--- src/rtl/bubble_buffer_loader_if.sv ---
// Loader-side bus bundle: flash read request, byte stream from the SPI engine and the bubble out-buffer write port.
// master = loader, slave = SPI engine / buffer side.
interface bubble_buffer_loader_if;
    // Byte stream: a byte moves on a rising MCLK edge where IN_VALID and IN_READY are both high.
    logic        FLASH_REQ;
    logic [19:0] FLASH_ADDR;
    logic [7:0]  IN_DATA;
    logic        IN_VALID;
    logic        IN_READY;
    logic        nOUTBUFWRCLKEN;
    logic [14:0] OUTBUFWRADDR;
    logic        OUTBUFWRDATA;
    logic [2:0]  DBG_STATE;

    modport master (
        output FLASH_REQ, FLASH_ADDR, IN_READY,
        output nOUTBUFWRCLKEN, OUTBUFWRADDR, OUTBUFWRDATA, DBG_STATE,
        input  IN_DATA, IN_VALID
    );

    modport slave (
        input  FLASH_REQ, FLASH_ADDR, IN_READY,
        input  nOUTBUFWRCLKEN, OUTBUFWRADDR, OUTBUFWRDATA, DBG_STATE,
        output IN_DATA, IN_VALID
    );
endinterface

--- src/rtl/bubble_buffer_loader.sv ---
// Write-side sequencer for the bubble out buffer: flash request, byte intake, MSB-first bit writes.
// Optional payload checksum is enabled by defining BBUF_LOADER_CHKSUM_EN.
module bubble_buffer_loader #(
    parameter int          BOOT_BYTES      = 482,
    parameter int          PAGE_BYTES      = 146,
    parameter int          PAGE_PAD_WORDS  = 3,
    parameter int          USER_BASE_WORD  = 7168,
    parameter logic [19:0] BOOT_FLASH_BASE = 20'h00000,
    parameter logic [19:0] PAGE_FLASH_BASE = 20'h01000,
    parameter int          PAGE_STRIDE     = 256
) (
    input  logic        MCLK,
    input  logic        RESET,
    input  logic        BITWIDTH4,
    input  logic [2:0]  ACCTYPE,
    input  logic        LOAD_START,
    input  logic        LOAD_BOOT,
    input  logic [10:0] LOAD_PAGE,
    input  logic        ABORT,
    output logic        BUSY,
    output logic        LOAD_DONE,
`ifdef BBUF_LOADER_CHKSUM_EN
    output logic [7:0]  CHKSUM,
    input  logic [7:0]  CHKSUM_EXP,
    output logic        CHKSUM_OK,
`endif
    bubble_buffer_loader_if.master bus
);

    localparam int MAX_BYTES = (BOOT_BYTES > PAGE_BYTES) ? BOOT_BYTES : PAGE_BYTES;
    localparam int CNT_W     = $clog2(MAX_BYTES + 1);
    localparam int PAD_W     = $clog2(PAGE_PAD_WORDS * 4 + 1);

    localparam logic [PAD_W-1:0] PAD_BITS_2 = PAD_W'(PAGE_PAD_WORDS * 2);
    localparam logic [PAD_W-1:0] PAD_BITS_4 = PAD_W'(PAGE_PAD_WORDS * 4);
    localparam logic [14:0]      USER_ADDR_2 = 15'(USER_BASE_WORD << 1);
    localparam logic [14:0]      USER_ADDR_4 = 15'(USER_BASE_WORD << 2);

    typedef enum logic [2:0] {
        S_IDLE  = 3'd0,
        S_REQ   = 3'd1,
        S_PAD   = 3'd2,
        S_FETCH = 3'd3,
        S_SHIFT = 3'd4,
        S_DONE  = 3'd5
    } state_t;

    state_t            state_q;
    logic [7:0]        byte_q;
    logic [2:0]        bit_q;
    logic [CNT_W-1:0]  bytes_left_q;
    logic [PAD_W-1:0]  pad_left_q;
    logic [14:0]       addr_q;

    logic              flash_req_q;
    logic [19:0]       flash_addr_q;
    logic              in_ready_q;
    logic              wr_n_q;
    logic [14:0]       wr_addr_q;
    logic              wr_data_q;
    logic              busy_q;
    logic              done_q;

    logic              gate_open;
    logic              start_ok;
    logic              accept;
    logic [19:0]       page_flash_addr;
    logic              unused_acctype;

    assign gate_open       = ACCTYPE[1];
    assign unused_acctype  = ^{ACCTYPE[2], ACCTYPE[0]};
    assign start_ok        = (state_q == S_IDLE) && LOAD_START && !ABORT;
    assign accept          = (state_q == S_FETCH) && in_ready_q && bus.IN_VALID && !ABORT;
    assign page_flash_addr = PAGE_FLASH_BASE + 20'(LOAD_PAGE) * 20'(PAGE_STRIDE);

    // addr_q is the address of the next bit to write; it stands still while the gate is closed,
    // so a stall never drops or repeats a bit.
    always_ff @(posedge MCLK) begin
        if (RESET) begin
            state_q      <= S_IDLE;
            byte_q       <= '0;
            bit_q        <= '0;
            bytes_left_q <= '0;
            pad_left_q   <= '0;
            addr_q       <= '0;
            flash_req_q  <= 1'b0;
            flash_addr_q <= '0;
            in_ready_q   <= 1'b0;
            wr_n_q       <= 1'b1;
            wr_addr_q    <= '0;
            wr_data_q    <= 1'b0;
            busy_q       <= 1'b0;
            done_q       <= 1'b0;
        end else begin
            flash_req_q <= 1'b0;
            wr_n_q      <= 1'b1;
            done_q      <= 1'b0;

            if (ABORT && (state_q != S_IDLE)) begin
                state_q    <= S_IDLE;
                in_ready_q <= 1'b0;
                busy_q     <= 1'b0;
            end else begin
                unique case (state_q)
                    S_IDLE: begin
                        if (start_ok) begin
                            state_q     <= S_REQ;
                            flash_req_q <= 1'b1;
                            busy_q      <= 1'b1;
                            if (LOAD_BOOT) begin
                                flash_addr_q <= BOOT_FLASH_BASE;
                                addr_q       <= '0;
                                pad_left_q   <= '0;
                                bytes_left_q <= CNT_W'(BOOT_BYTES);
                            end else begin
                                flash_addr_q <= page_flash_addr;
                                addr_q       <= BITWIDTH4 ? USER_ADDR_4 : USER_ADDR_2;
                                pad_left_q   <= BITWIDTH4 ? PAD_BITS_4 : PAD_BITS_2;
                                bytes_left_q <= CNT_W'(PAGE_BYTES);
                            end
                        end
                    end

                    S_REQ: begin
                        if (pad_left_q == '0) begin
                            state_q    <= S_FETCH;
                            in_ready_q <= 1'b1;
                        end else begin
                            state_q <= S_PAD;
                        end
                    end

                    S_PAD: begin
                        if (gate_open) begin
                            wr_n_q     <= 1'b0;
                            wr_addr_q  <= addr_q;
                            wr_data_q  <= 1'b0;
                            addr_q     <= addr_q + 15'd1;
                            pad_left_q <= pad_left_q - PAD_W'(1);
                            if (pad_left_q == PAD_W'(1)) begin
                                state_q    <= S_FETCH;
                                in_ready_q <= 1'b1;
                            end
                        end
                    end

                    S_FETCH: begin
                        if (accept) begin
                            byte_q       <= bus.IN_DATA;
                            bit_q        <= '0;
                            bytes_left_q <= bytes_left_q - CNT_W'(1);
                            in_ready_q   <= 1'b0;
                            state_q      <= S_SHIFT;
                        end
                    end

                    S_SHIFT: begin
                        if (gate_open) begin
                            wr_n_q    <= 1'b0;
                            wr_addr_q <= addr_q;
                            wr_data_q <= byte_q[3'd7 - bit_q];
                            addr_q    <= addr_q + 15'd1;
                            bit_q     <= bit_q + 3'd1;
                            if (bit_q == 3'd7) begin
                                if (bytes_left_q == '0) begin
                                    state_q <= S_DONE;
                                    done_q  <= 1'b1;
                                end else begin
                                    state_q    <= S_FETCH;
                                    in_ready_q <= 1'b1;
                                end
                            end
                        end
                    end

                    S_DONE: begin
                        state_q <= S_IDLE;
                        busy_q  <= 1'b0;
                    end

                    default: begin
                        state_q    <= S_IDLE;
                        in_ready_q <= 1'b0;
                        busy_q     <= 1'b0;
                    end
                endcase
            end
        end
    end

`ifdef BBUF_LOADER_CHKSUM_EN
    logic [7:0] chksum_q;

    always_ff @(posedge MCLK) begin
        if (RESET) begin
            chksum_q <= '0;
        end else if (start_ok) begin
            chksum_q <= '0;
        end else if (accept) begin
            chksum_q <= chksum_q + bus.IN_DATA;
        end
    end

    assign CHKSUM    = chksum_q;
    assign CHKSUM_OK = (chksum_q == CHKSUM_EXP);
`endif

    assign bus.FLASH_REQ      = flash_req_q;
    assign bus.FLASH_ADDR     = flash_addr_q;
    assign bus.IN_READY       = in_ready_q;
    assign bus.nOUTBUFWRCLKEN = wr_n_q;
    assign bus.OUTBUFWRADDR   = wr_addr_q;
    assign bus.OUTBUFWRDATA   = wr_data_q;
    assign bus.DBG_STATE      = state_q;
    assign BUSY               = busy_q;
    assign LOAD_DONE          = done_q;

endmodule

--- src/flat_wrapper.sv ---
// flat-port wrapper written by rule: the top's interface ports become plain ports
module bubble_buffer_loader_flat 
#(
    parameter int          BOOT_BYTES      = 482,
    parameter int          PAGE_BYTES      = 146,
    parameter int          PAGE_PAD_WORDS  = 3,
    parameter int          USER_BASE_WORD  = 7168,
    parameter logic [19:0] BOOT_FLASH_BASE = 20'h00000,
    parameter logic [19:0] PAGE_FLASH_BASE = 20'h01000,
    parameter int          PAGE_STRIDE     = 256
)
  (MCLK, RESET, BITWIDTH4, ACCTYPE, LOAD_START, LOAD_BOOT, LOAD_PAGE, ABORT, BUSY, LOAD_DONE, bus_FLASH_REQ, bus_FLASH_ADDR, bus_IN_READY, bus_nOUTBUFWRCLKEN, bus_OUTBUFWRADDR, bus_OUTBUFWRDATA, bus_DBG_STATE, bus_IN_DATA, bus_IN_VALID);
  bubble_buffer_loader_if bus_i ();
  input  logic MCLK;
  input  logic RESET;
  input  logic BITWIDTH4;
  input  logic [2:0] ACCTYPE;
  input  logic LOAD_START;
  input  logic LOAD_BOOT;
  input  logic [10:0] LOAD_PAGE;
  input  logic ABORT;
  output logic BUSY;
  output logic LOAD_DONE;
  output wire logic [$bits(bus_i.FLASH_REQ)-1:0] bus_FLASH_REQ;
  output wire logic [$bits(bus_i.FLASH_ADDR)-1:0] bus_FLASH_ADDR;
  output wire logic [$bits(bus_i.IN_READY)-1:0] bus_IN_READY;
  output wire logic [$bits(bus_i.nOUTBUFWRCLKEN)-1:0] bus_nOUTBUFWRCLKEN;
  output wire logic [$bits(bus_i.OUTBUFWRADDR)-1:0] bus_OUTBUFWRADDR;
  output wire logic [$bits(bus_i.OUTBUFWRDATA)-1:0] bus_OUTBUFWRDATA;
  output wire logic [$bits(bus_i.DBG_STATE)-1:0] bus_DBG_STATE;
  input wire logic [$bits(bus_i.IN_DATA)-1:0] bus_IN_DATA;
  input wire logic [$bits(bus_i.IN_VALID)-1:0] bus_IN_VALID;
  assign bus_FLASH_REQ = bus_i.FLASH_REQ;
  assign bus_FLASH_ADDR = bus_i.FLASH_ADDR;
  assign bus_IN_READY = bus_i.IN_READY;
  assign bus_nOUTBUFWRCLKEN = bus_i.nOUTBUFWRCLKEN;
  assign bus_OUTBUFWRADDR = bus_i.OUTBUFWRADDR;
  assign bus_OUTBUFWRDATA = bus_i.OUTBUFWRDATA;
  assign bus_DBG_STATE = bus_i.DBG_STATE;
  assign bus_i.IN_DATA = bus_IN_DATA;
  assign bus_i.IN_VALID = bus_IN_VALID;
  bubble_buffer_loader #(.BOOT_BYTES(BOOT_BYTES), .PAGE_BYTES(PAGE_BYTES), .PAGE_PAD_WORDS(PAGE_PAD_WORDS), .USER_BASE_WORD(USER_BASE_WORD), .BOOT_FLASH_BASE(BOOT_FLASH_BASE), .PAGE_FLASH_BASE(PAGE_FLASH_BASE), .PAGE_STRIDE(PAGE_STRIDE)) u_core (.MCLK(MCLK), .RESET(RESET), .BITWIDTH4(BITWIDTH4), .ACCTYPE(ACCTYPE), .LOAD_START(LOAD_START), .LOAD_BOOT(LOAD_BOOT), .LOAD_PAGE(LOAD_PAGE), .ABORT(ABORT), .BUSY(BUSY), .LOAD_DONE(LOAD_DONE), .bus(bus_i));
endmodule
--- config.mk ---
export PLATFORM = sky130hd
export DESIGN_NAME = bubble_buffer_loader_flat
export DESIGN_NICKNAME = d
export VERILOG_FILES = /design/src/rtl/bubble_buffer_loader_if.sv /design/src/rtl/bubble_buffer_loader.sv /design/src/flat_wrapper.sv
export SDC_FILE = /design/constraint.sdc
export NUM_CORES = 1
export LEC_CHECK = 0
export ABC_AREA = 1
export CORE_UTILIZATION = 55
export DETAILED_ROUTE_END_ITERATION = 12
export GPL_ROUTABILITY_DRIVEN = 0
export GPL_TIMING_DRIVEN = 0
export HOLD_SLACK_MARGIN = 0.08
export MAX_ROUTING_LAYER = met4
export PLACE_DENSITY = 0.88
export SYNTH_ARGS = -nofsm -noshare
export SYNTH_HDL_FRONTEND = slang
export SYNTH_SLANG_ARGS = --single-unit
--- constraint.sdc ---
create_clock -name MCLK -period 2.8 [get_ports MCLK]
set_clock_uncertainty 0.2 [all_clocks]
set_input_delay 0.42 -clock MCLK [delete_from_list [all_inputs] [get_ports MCLK]]
set_output_delay 0.42 -clock MCLK [all_outputs]
set_load 0.02 [all_outputs]
Word level (Yosys, flattened, before mapping)
Index checks and enable logic that the tools add are counted.
{"block": "word_totals", "out_inout_bits": 44, "elab_cells": 124, "in_bits": 29, "memories": 0, "latchBits": 0, "romBits": 0, "mem_bits_rw": 0, "register_bits": 83}
{"block": "classes", "n_lt_le_gt_ge": 1, "n_eq_ne": 16, "n_mul": 0, "bitwise": 8, "n_addsub": 6, "shift": 0, "mux": 45, "n_reduce_logical": 34, "div": 0}
{"op": "$mux W15", "n": 4}
{"op": "$pmux W15 S2", "n": 1}
{"op": "$mux W3", "n": 9}
{"op": "$mux W9", "n": 3}
{"op": "$add A13 B19 Y20 const A", "n": 1}
{"op": "$mux W20", "n": 1}
{"op": "$reduce_and A4 Y1", "n": 5}
{"op": "$pmux W9 S2", "n": 1}
{"op": "$mux W4", "n": 4}
{"op": "$add A15 B1 Y15 const B", "n": 1}
{"op": "$mux W1", "n": 15}
{"op": "$pmux W3 S5", "n": 1}
{"op": "$ne A2 B1 Y1 const B", "n": 6}
{"op": "$reduce_bool A2 Y1", "n": 5}
{"op": "$eq A3 B3 Y1 const B", "n": 3}
{"op": "$logic_not A9 Y1", "n": 1}
{"op": "$reduce_and A3 Y1", "n": 3}
{"op": "$sub A9 B1 Y9 const B", "n": 1}
{"op": "$not A1 Y1", "n": 8}
{"op": "$pmux W4 S2", "n": 1}
{"op": "$reduce_and A8 Y1", "n": 1}
{"op": "$eq A3 B2 Y1 const B", "n": 2}
{"op": "$logic_and A1 B1 Y1", "n": 6}
{"op": "$ne A2 B2 Y1 const B", "n": 3}
{"op": "20 further kinds", "n": 24}

Longest topological paths before layout
{"block": "depth", "word_depth": 6, "mapped_depth": 10, "mapped_depth_nobuf": 10}

Worst setup path after synthesis
OpenSTA, ideal clock, no wires.
{"block": "synth_timing", "path_kind": "register -> register", "startpoint": "reg u_core.state_q[0] (netlist: u_core.bus.DBG_STATE[0])", "endpoint": "reg u_core.bytes_left_q[6]", "slack_ns": 1.055, "setup_ns": 0.117, "synth_period_minus_slack_ns": 1.745, "required_time_ns": 2.483, "t_arrival_ns": 1.428, "path_buffers": 0, "path_stages_with_launch": 10, "path_cell_list": "dfxtp_1 -> nand2_1 -> nor2_4 -> nand2_1 -> nand2_1 -> nand2_2 -> inv_2 -> nand2_1 -> nor2_1 -> nor2_1"}
{"block": "synth_via", "elab_chain_cells": 6, "word_cells_on_any_way": 15, "cone_classes": "eq/ne: 3; mux: 1; bitwise: 1; reduce/logical: 10"}
{"item": "start, declared", "line": "bubble_buffer_loader.sv:48", "rtl": "state_t state_q;"}
{"item": "start signal, assigned", "line": "bubble_buffer_loader.sv:80", "rtl": "state_q <= S_IDLE;"}
{"item": "start signal, assigned", "line": "bubble_buffer_loader.sv:100", "rtl": "state_q <= S_IDLE;"}
{"item": "start signal, assigned", "line": "bubble_buffer_loader.sv:107", "rtl": "state_q <= S_REQ;"}
{"item": "$eq A3 B2 Y1", "line": "bubble_buffer_loader.sv:73, bubble_buffer_loader.sv:104"}
{"item": "$logic_and A1 B1 Y1 (3 in a row)", "line": "bubble_buffer_loader.sv:73", "rtl": "assign accept = (state_q == S_FETCH) && in_ready_q && bus.IN_VALID && !ABORT;"}
{"item": "$ne A2 B1 Y1 (no source line)"}
{"item": "$reduce_and A4 Y1 (no source line)"}
{"item": "end signal, assigned", "line": "bubble_buffer_loader.sv:114", "rtl": "bytes_left_q <= CNT_W'(BOOT_BYTES);"}
{"item": "end signal, assigned", "line": "bubble_buffer_loader.sv:119", "rtl": "bytes_left_q <= CNT_W'(PAGE_BYTES);"}
{"item": "end signal, assigned", "line": "bubble_buffer_loader.sv:151", "rtl": "bytes_left_q <= bytes_left_q - CNT_W'(1);"}
{"item": "end, declared", "line": "bubble_buffer_loader.sv:51", "rtl": "logic [CNT_W-1:0] bytes_left_q;"}
Several ways; a longest one is shown, not always the timed one.
A chain may end at the register's enable or synchronous reset.

Final worst setup path
{"block": "layout_timing", "startpoint": "reg u_core.state_q[2] (netlist: u_core.bus.DBG_STATE[2])", "endpoint": "out bus_DBG_STATE[2]"}
{"item": "end, declared", "line": "flat_wrapper.sv:30", "rtl": "output wire logic [$bits(bus_i.DBG_STATE)-1:0] bus_DBG_STATE;"}
No word-level cell between the ends.

==> results by group <==
Status
  – Status: completed

Worst setup path
  – R2R Path Start: u_core.bus.DBG_STATE[0]
  – R2R cell count: 9
  – Cell Chain, Critical Path: clkdlybuf4s50_1
  – CP max FO: 8
  – Crit path depth: 1
  – CP startpoint kind: flip-flop
  – Cell family with the largest share of critical-path delay: buffers and inverters
  – Slowest CP cell: clkdlybuf4s50_1
  – Endpoint class of the critical path: output port
  – Setup CP Type: reg2out
  – Required time worst endpoint: 2180 ps
  – Worst Setup SP: u_core.bus.DBG_STATE[2]
  – CP max stage delay: ~670 ps
  – FF-to-FF setup slack: about 830 ps
  – CP endpoint: bus_DBG_STATE[2]
  – Worst R2R End: u_core.bytes_left_q[6]
  – Arrival @ worst endpoint: 1540 ps
  – CP bufs+invs: 1

Timing
  – Post-layout min period: 2160 ps
  – Max_slew headroom: 0.608
  – Least-Margin Pin Slew: 588 ps
  – Unrepaired setup endpoints after global routing: no
  – TNS Setup: 0 ps
  – Setup violators final: 0
  – Final hold vios: 0
  – Fmax: 464 MHz
  – Pins Over Slew Limit: 0
  – Final Cycle Share: 0.770

Power
  – Total power: 2840 uW
  – Leakage: slightly below 0.002 uW
  – Worst vdd ir: between 300 and 400 uV
  – P per Cell Area: 605 nW/um^2

Finish
  – Design area: 4700 sq um
  – Share of cells above drive strength 1: 0.0820
  – Fill cells: between 500 and 600
  – # diodes: 0
  – Final-stage net count: 677
  – Area grow syn2layout: 24.1%
  – Finished Layout Cells: 723

Min path
  – Hold Path Class: in2reg

Synth
  – Syn Area/Cell: 6.74 sq um
  – Flops & latches, synth: 75
  – Yosys warning count: 0
  – Yosys top cell by area: dfxtp_1
  – Area contributors post-synth: dfxtp_1 (40%), nand2_1 (14%), a21oi_1 (8.2%)
  – Post-synth top area share: 0.396
  – Compound-cell area share of the yosys netlist: 0.156
  – Multiplexer share of the synthesized area: 0
  – Synth Cell Area: 3790 sq um
  – Cell count after synthesis: 562
  – Post-synthesis sequential area ratio: 0.396
  – Simple-gate share of the synthesized area: 0.315
  – Xor/xnor share of the synthesized area: 0.0116
  – Synth unique cells: 33
  – Largest family of logic cells by synthesized area: simple AND/OR/NAND/NOR gates
  – Adder-cell share of the synthesized area: 0.0231

Global route
  – Global-route wire length before repair: roughly 16000 um
  – Largest net degree at the start of global routing: 14
  – Antenna violations before repair: 0
  – GRT overflow: 0
  – Vias in the first global route: 3751
  – All-Layer GR Usage: 0.294

Route
  – Via density per instance: 5.39
  – DR DRC count: 0
  – Antenna viol nets, final: 0
  – Vias: 3895
  – Wire per inst: between 10 and 15 um
  – 1st-iter DRT viols: 282
  – Final wirelength: slightly below 10000 um
  – First-pass DRT Iterations: 5

Floorplan
  – Std cell rows: 29
  – Die H: 85.0 um
  – Starting Density: 0.584
  – Top-level port count: 73
  – Die Span X: 85.0 um
  – Die ar.: 7230 sq um
  – Core area: 6490 sq um

Clock tree
  – H-Tree Depth: 3
  – Clock sinks: 75
  – CTS max path bufs: 2
  – Clock slew at reported path FFs: 80 ps
  – Clk_lat worst skew: approximately 360 ps
  – Num CTS Buffers: 9
  – Root Buffer: clkbuf_8
  – CTS tree: done
  – Resized Gates After CTS: 0
  – Post-CTS Hold Buffers: 0
  – Setup Buffers After CTS: 0

Run
  – Max cap viols: 0

Placement
  – HPWL after DPL: 7210 um
  – IO Port Bufs: 61
  – DP Area: 4520 sq um
  – DP Cell Count: between 700 and 800
[layer usage]
layer / vias to the layer above / share of wire / GRT usage
met5: - / 0 / -
met4: 0 / 0.031 / 0.139
met1: 1751 / 0.41 / 0.328
met3: 31 / 0.084 / 0.0905
li1: 1946 / - / -
met2: 167 / 0.48 / 0.479
[layout by cell type, fill, tap and decap left out, types with 2 or more instances in the layout]
| cell | instances |
|---|---|
| nand2_1 | 145 |
| nor2_1 | 76 |
| dfxtp_1 | 75 |
| a21oi_1 | 62 |
| clkdlybuf4s50_1 | 61 |
| inv_1 | 55 |
| o21ai_0 | 39 |
| nand3_1 | 33 |
| clkbuf_8 | 10 |
| buf_4 | 8 |
| conb_1 | 8 |
| nand4_1 | 7 |
| ha_1 | 7 |
| nand2_2 | 6 |
| clkbuf_1 | 6 |
| o21bai_1 | 5 |
| xor2_1 | 5 |
| buf_6 | 4 |
| inv_2 | 4 |
| nor2_2 | 4 |
| o21ai_1 | 3 |
| nor2_4 | 2 |
| or2_2 | 2 |
| buf_1 | 2 |
| buf_2 | 2 |
| clkinvlp_4 | 2 |
[cells by family (layout without fill, tap and decap cells)]
kind of cell               after synthesis  in the layout
buffers and inverters                   81            158
xor gates and xnor gates                 5              5
adders and majority gates                7              7
DFF                                     75             75
AOI/OAI and AO/OA                      112            112
other                                    1              8
and+or+nand+nor                        281            281
[Yosys cell counts (all sizes together)]
master and instances:
xor2 5, nor3 1, buf 16, conb 1
nand3b 1, nand2 152, nand4 7, a21boi 1
o21ai 42, a31o 1, or2 3, dfxtp 75
ha 7, a21oi 63, clkbuf 5, nand3 35
nor2 82, o21bai 5, inv 60
[sequential cells by signal, summed over array words and instances (netlist names), 3 cells and up]
signal                   cells
u_core.bytes_left_q          9
u_core.addr_q               15
u_core.bus.OUTBUFWRADDR     15
u_core.pad_left_q            4
u_core.bus.FLASH_ADDR       12
u_core.bit_q                 3
u_core.byte_q                8
u_core.bus.DBG_STATE         3
[how the worst min path moves through the flow]
stage,to,cells after the start,from,slack [ps]
6_report,u_core.bus.OUTBUFWRADDR[9],2,RESET,240
5_1_grt,u_core.byte_q[7],2,u_core.byte_q[7],280
4_1_cts,u_core.bus.OUTBUFWRADDR[9],2,RESET,240
3_5_place_dp,u_core.byte_q[7],2,u_core.byte_q[7],240
3_3_place_gp,u_core.byte_q[7],2,u_core.byte_q[7],240
2_1_floorplan,u_core.byte_q[7],2,u_core.byte_q[7],220
[cell type report]
class | instances | area [sq um] | area share
Clock buffer | 11 | 141 | 0.0301
Clock inverter | 5 | 37.5 | 0.00798
Sequential cell | 75 | 1500 | 0.319
Timing Repair Buffer | 61 | 611 | 0.130
Multi-Input combinational cell | 413 | 1950 | 0.414
Tap cell | 77 | 96.3 | 0.0205
Buffer | 21 | 141 | 0.0301
Inverter | 60 | 228 | 0.0484
[stage by stage]
step | util | hold slack, ps | setup WS [ps]
2_1_floorplan | - | 224 | 1050
3_3_place_gp | 0.696 | 237 | 454
3_5_place_dp | 0.696 | 244 | 431
4_1_cts | 0.724 | 240 | 642
5_1_grt | 0.724 | 280 | 604
6_report | 0.724 | 245 | 644
[power breakdown]
group          internal, uW  switching (uW)
combinational           310             547
sequential             1150            65.3
clock                   349             420
(Power assumes the default switching activity.)
